--- src/rtl/row_clear_pkg.sv ---
// Shared constants and state encoding for the row-clear engine.
package row_clear_pkg;

    localparam int DEF_ROWS  = 3;
    localparam int DEF_COLS  = 4;
    localparam int DEF_CNT_W = 8;

    typedef enum logic {
        ST_IDLE  = 1'b0,
        ST_CLEAR = 1'b1
    } state_t;

endpackage

--- src/rtl/row_clear_engine_full_row_detect.sv ---
// Flags the lowest-index row whose cells are all set, as a one-hot vector.
module full_row_detect
    import row_clear_pkg::*;
#(
    parameter int ROWS = DEF_ROWS,
    parameter int COLS = DEF_COLS
) (
    input  logic [ROWS*COLS-1:0] grid_i,
    output logic [ROWS-1:0]      full_o
);

    logic [ROWS-1:0] row_full;

    always_comb begin
        row_full = '0;
        for (int r = 0; r < ROWS; r++) begin
            row_full[r] = &grid_i[r*COLS +: COLS];
        end
    end

    // x & -x isolates the lowest set bit, which is the lowest-index full row.
    assign full_o = row_full & (~row_full + ROWS'(1));

endmodule

--- src/rtl/row_clear_engine.sv ---
// Merges loaded cells into a grid, then collapses full rows one per cycle,
// counting cleared rows and pulsing done when no full row remains.
module row_clear_engine
    import row_clear_pkg::*;
#(
    parameter int COLS  = DEF_COLS,
    parameter int ROWS  = DEF_ROWS,
    parameter int CNT_W = DEF_CNT_W
) (
    input  logic                 clk,
    input  logic                 reset,
    input  logic                 load,
    input  logic [ROWS*COLS-1:0] ain,
    output logic [ROWS*COLS-1:0] grid,
    output logic [ROWS-1:0]      full,
    output logic                 busy,
    output logic                 done,
    output logic [CNT_W-1:0]     lines
);

    localparam int N = ROWS * COLS;

    state_t           state_q;
    logic [N-1:0]     grid_q;
    logic [N-1:0]     grid_d;
    logic             done_q;
    logic [CNT_W-1:0] lines_q;
    logic [CNT_W-1:0] lines_d;
    logic [ROWS-1:0]  at_or_above_full;
    logic [N-1:0]     shifted;

    full_row_detect #(
        .ROWS (ROWS),
        .COLS (COLS)
    ) u_detect (
        .grid_i (grid_q),
        .full_o (full)
    );

    // Rows 0..r (r = flagged row) take the row above them; rows below r keep their value.
    always_comb begin
        logic acc;
        acc              = 1'b0;
        at_or_above_full = '0;
        for (int r = ROWS - 1; r >= 0; r--) begin
            acc                 = acc | full[r];
            at_or_above_full[r] = acc;
        end
        shifted = grid_q << COLS;
        grid_d  = grid_q;
        for (int r = 0; r < ROWS; r++) begin
            if (at_or_above_full[r]) begin
                grid_d[r*COLS +: COLS] = shifted[r*COLS +: COLS];
            end
        end
    end

    always_comb begin
        lines_d = (lines_q == {CNT_W{1'b1}}) ? lines_q : lines_q + CNT_W'(1);
    end

    always_ff @(posedge clk) begin
        if (reset) begin
            state_q <= ST_IDLE;
            grid_q  <= '0;
            lines_q <= '0;
            done_q  <= 1'b0;
        end else begin
            done_q <= 1'b0;
            case (state_q)
                ST_IDLE: begin
                    if (load) begin
                        grid_q  <= grid_q | ain;
                        state_q <= ST_CLEAR;
                    end
                end
                ST_CLEAR: begin
                    if (|full) begin
                        grid_q  <= grid_d;
                        lines_q <= lines_d;
                    end else begin
                        state_q <= ST_IDLE;
                        done_q  <= 1'b1;
                    end
                end
                default: state_q <= ST_IDLE;
            endcase
        end
    end

    assign grid  = grid_q;
    assign busy  = (state_q != ST_IDLE);
    assign done  = done_q;
    assign lines = lines_q;

endmodule
--- config.mk ---
export PLATFORM = sky130hd
export DESIGN_NAME = row_clear_engine
export DESIGN_NICKNAME = d
export VERILOG_FILES = /design/src/rtl/row_clear_pkg.sv /design/src/rtl/row_clear_engine_full_row_detect.sv /design/src/rtl/row_clear_engine.sv
export SDC_FILE = /design/constraint.sdc
export NUM_CORES = 1
export LEC_CHECK = 0
export BUFFER_PORTS_ARGS = -buffer_cell sky130_fd_sc_hd__buf_2
export CAP_MARGIN = 20
export CORE_MARGIN = 1.5
export CORE_UTILIZATION = 50
export CTS_CLUSTER_SIZE = 20
export DETAILED_ROUTE_END_ITERATION = 16
export GPL_TIMING_DRIVEN = 0
export PLACE_DENSITY = 0.9
export SETUP_SLACK_MARGIN = 0.05
export SLEW_MARGIN = 40
export SYNTH_ARGS = -nofsm -noshare
export SYNTH_HDL_FRONTEND = slang
export SYNTH_SLANG_ARGS = --single-unit
--- constraint.sdc ---
create_clock -name clk -period 3.8 [get_ports clk]
set_input_delay 0.19 -clock clk [delete_from_list [all_inputs] [get_ports clk]]
set_output_delay 0.19 -clock clk [all_outputs]
set_load 0.02 [all_outputs]
==> flow_metrics.py <==
metrics = {
    "status": {
        "run_status": "complete, no violations",
    },
    "synthesis": {
        "syn_avg_cell_area_um2": 8.577,
        "synth_compound_area_share_pct": 17.33,
        "ys_seq_elements": 22,
        "synth-xor-area-share_pct": 0,
        "synthSimpleGateAreaFrac_pct": 30.42,
        "synthAdderAreaFrac_pct": 1.247,
        "synth_top_family_by_area": "simple AND/OR/NAND/NOR gates",
        "ys_seq_area_share_pct": 43.89,
        "syn_inst": 117,
        "ys_warn_count": 0,
        "syn_area_um2": 1003,
        "synth.distinct_cells": 31,
        "yosysTopAreaCellShare_pct": 43.89,
        "yosysTopAreaCell": "dfxtp_1",
        "synth_nets": 133,
        "synth_mux_area_share_pct": 4.364,
        "synth_area_leaders": "dfxtp_1 (44%), a21oi_1 (8.0%), nor2_1 (7.9%)",
    },
    "setup_path": {
        "critPathBufInv": 0,
        "required_ns": 4.01,
        "critPathKind": "flip-flop to flip-flop",
        "setup.worst_path.start_class": "flip-flop",
        "critPathTopFamily": "simple AND/OR/NAND/NOR gates",
        "slowest_stage": "mux2_2",
        "cp.arrival_ns": 1.86,
        "critPathMaxStageDelay_ns": 0.37,
        "cp_max_fo": 5,
        "crit_path_end_kind": "flip-flop",
        "crit_chain": "ha_1, nand4_1, nor2_1, nor3b_1, mux2_2",
    },
    "sta": {
        "worst_pin_slew_ns": 0.4852,
        "slew_violations": 0,
        "rsz0062_at_grt": "false",
        "relSlewSlack_pct": 67.51,
        "setup_viol": 0,
        "fmax_mhz": 607.8,
        "fin_crit_ns": 1.645,
        "min_period_over_period_pct": 43.30,
        "fin_tns_setup_ns": 0,
        "hold_viol": 0,
        "finalClockSkew_ns": 0.001669,
    },
    "hold_path": {
        "hold_path.class": "input port to flip-flop",
    },
    "detailed_routing": {
        "num_vias": 1073,
        "drt_pre_antenna_iters": 4,
        "wl_per_cell_um": 13.03,
        "drtAntennaViolNets": 0,
        "viasPerCell": 5.769,
        "drc_errors": 0,
        "drt_wl_total_um": 2424,
        "dr.first_iter.drc_count": 34,
    },
    "layout": {
        "n_fill_cell": 169,
        "drive_above_1_share_pct": 31.45,
        "diodes": 0,
        "nets": 177,
        "area_growth_pct": 25.06,
    },
    "flow_run": {
        "cap_violations": 0,
    },
    "cts": {
        "clockRootBuffer": "clkbuf_4",
        "cts_setup_buffers": 0,
        "path_clk_slew_ns": 0.11,
        "cts_buffer_depth": 2,
        "cts_tree": "built",
        "clk_latency_ns": 0.31,
        "postCtsResizedCells": 0,
        "htreeDepth": 1,
        "cts_hold_buf": 0,
        "cts-buffers-inserted": 3,
        "cts_sinks": 22,
    },
    "grt": {
        "grt_pass1_wl_um": 3753,
        "antenna_found_initial": 0,
        "grt_max_degree": 12,
        "overflow": 0,
        "grt.total_usage_pct": 23.09,
        "grt_pass1_vias": 925,
    },
    "floorplanning": {
        "core-area_um2": 1922,
        "io_pins": 40,
        "die_w_um": 47.80,
        "die_h_um": 47.80,
        "row_count": 16,
        "start_util_pct": 52.21,
        "dieArea_um2": 2285,
    },
    "power_and_ir_drop": {
        "swShare_pct": 27.03,
        "p_per_area_nw_per_um2": 326.1,
        "p_switching_w": 0.0001106,
        "p_int_w": 0.0002987,
        "combPwrFrac_pct": 13.1,
        "cellLeakagePower_nw": 0.6011,
        "seq_power_share_pct": 61.3,
        "clock_power_share_pct": 25.6,
        "irDropWorstVdd_mv": 0.2377,
        "power_w": 0.0004093,
    },
    "placement": {
        "gp_congestion": 0.8732,
        "dp.final_hpwl_um": 1820,
        "port_buffers": 39,
    },
}
-- power by group through the flow --
stage          Combinational [W]  Clock (W)  Sequential [W]
6_report               0.0000535   0.000105        0.000251
3_5_place_dp           0.0000534          0        0.000256
4_1_cts                0.0000536   0.000107        0.000251
3_3_place_gp           0.0000521          0        0.000255
5_1_grt                0.0000588   0.000119        0.000252
2_1_floorplan          0.0000198          0        0.000266
-- metrics by stage --
| step | instances | area, um^2 | setup slack [ns] | hold slack [ns] | utilization, % |
|---|---|---|---|---|---|
| detailed placement | 183 | 1232 | 2.166 | 0.4209 | 64.13 |
| floorplan | 117 | 1003 | 2.134 | 0.3307 | - |
| CTS | 186 | 1255 | 2.148 | 0.09683 | 65.30 |
| global placement | 183 | 1232 | 2.207 | 0.4147 | 64.13 |
| finish | 186 | 1255 | 2.155 | 0.1002 | 65.30 |
| global route | 186 | 1255 | 2.051 | 0.1107 | 65.30 |
-- worst register-to-register path: stages, from the launching register on --
cell	delay, ns
dfxtp_1	0.36
ha_1	0.25
nand4_1	0.12
nor2_1	0.10
nor3b_1	0.34
mux2_2	0.37
-- Yosys cell counts --
library cell  instances
mux2_2                3
o21ai_1               1
and4_1                2
nand2b_1              2
or4_1                 3
nor3_1                5
nor3_4                1
a31oi_1               1
a41o_1                1
clkbuf_1              4
and4_4                1
o21ai_0               1
nor3b_1               1
nor2_1               21
nor2b_1               5
nand2_1               4
and3_1                3
nand3_1               1
a21oi_1              16
mux2i_1               1
ha_1                  1
nand4_2               1
buf_4                 1
o31ai_1               3
nand4_1               4
a211oi_1              4
or3_1                 1
a21o_1                1
clkinv_2              1
dfxtp_1              22
o211ai_1              1
-- per-layer routing --
metal	share of wire, %	vias to the layer above	track usage [%]
met5	0	-	0
met4	1.8	0	12.43
met3	8.2	9	5.283
met2	49	70	36.27
met1	41	483	29.30
li1	-	511	-
-- sequential cells by signal, summed over array words and instances (netlist names) --
register,flops
busy,1
lines,8
done,1
grid,12
-- cells in the final DEF (no fill, tap or decap), types with 4 or more instances in the layout --
master and count:
nand2_1 4, nor2_1 21, nand4_1 4, a21oi_1 16
buf_2 39, a211oi_1 4, nor2b_1 5, dfxtp_1 22
clkbuf_1 4, nor3_1 5
-- final timing paths --
| kind | from | end | slack [ns] | depth (start not counted) |
|---|---|---|---|---|
| min reg2reg | grid[10]$_SDFFE_PP0P_ | grid[10]$_SDFFE_PP0P_ | 0.53 | 2 |
| min | ain[3] | grid[3]$_SDFFE_PP0P_ | 0.10 | 3 |
| max reg2reg | lines[0]$_SDFFE_PP0P_ | lines[0]$_SDFFE_PP0P_ | 2.15 | 5 |
| max | lines[0]$_SDFFE_PP0P_ | lines[0]$_SDFFE_PP0P_ | 2.15 | 5 |
-- area by class of cell --
cell class                 instances  area (um^2)  share of cell area [%]
multi-input combinational         89        535.5                   42.67
inverter                           1        5.005                  0.3988
buffer                             5        22.52                   1.795
tap                               27        33.78                   2.692
sequential                        22        440.4                   35.09
clock buffer                       3        22.52                   1.795
timing repair buffer              39        195.2                   15.55
-- logic make-up (layout without fill, tap and decap cells) --
kind of cell / after synthesis / count (layout)
multiplexers: 4 / 4
flip-flops: 22 / 22
adder cells (fa/ha/maj): 1 / 1
AND/OR/NAND/NOR: 55 / 55
AO/OA/AOI/OAI: 29 / 29
buffers and inverters: 6 / 48
Note: power is estimated with default switching activity, not from simulation.
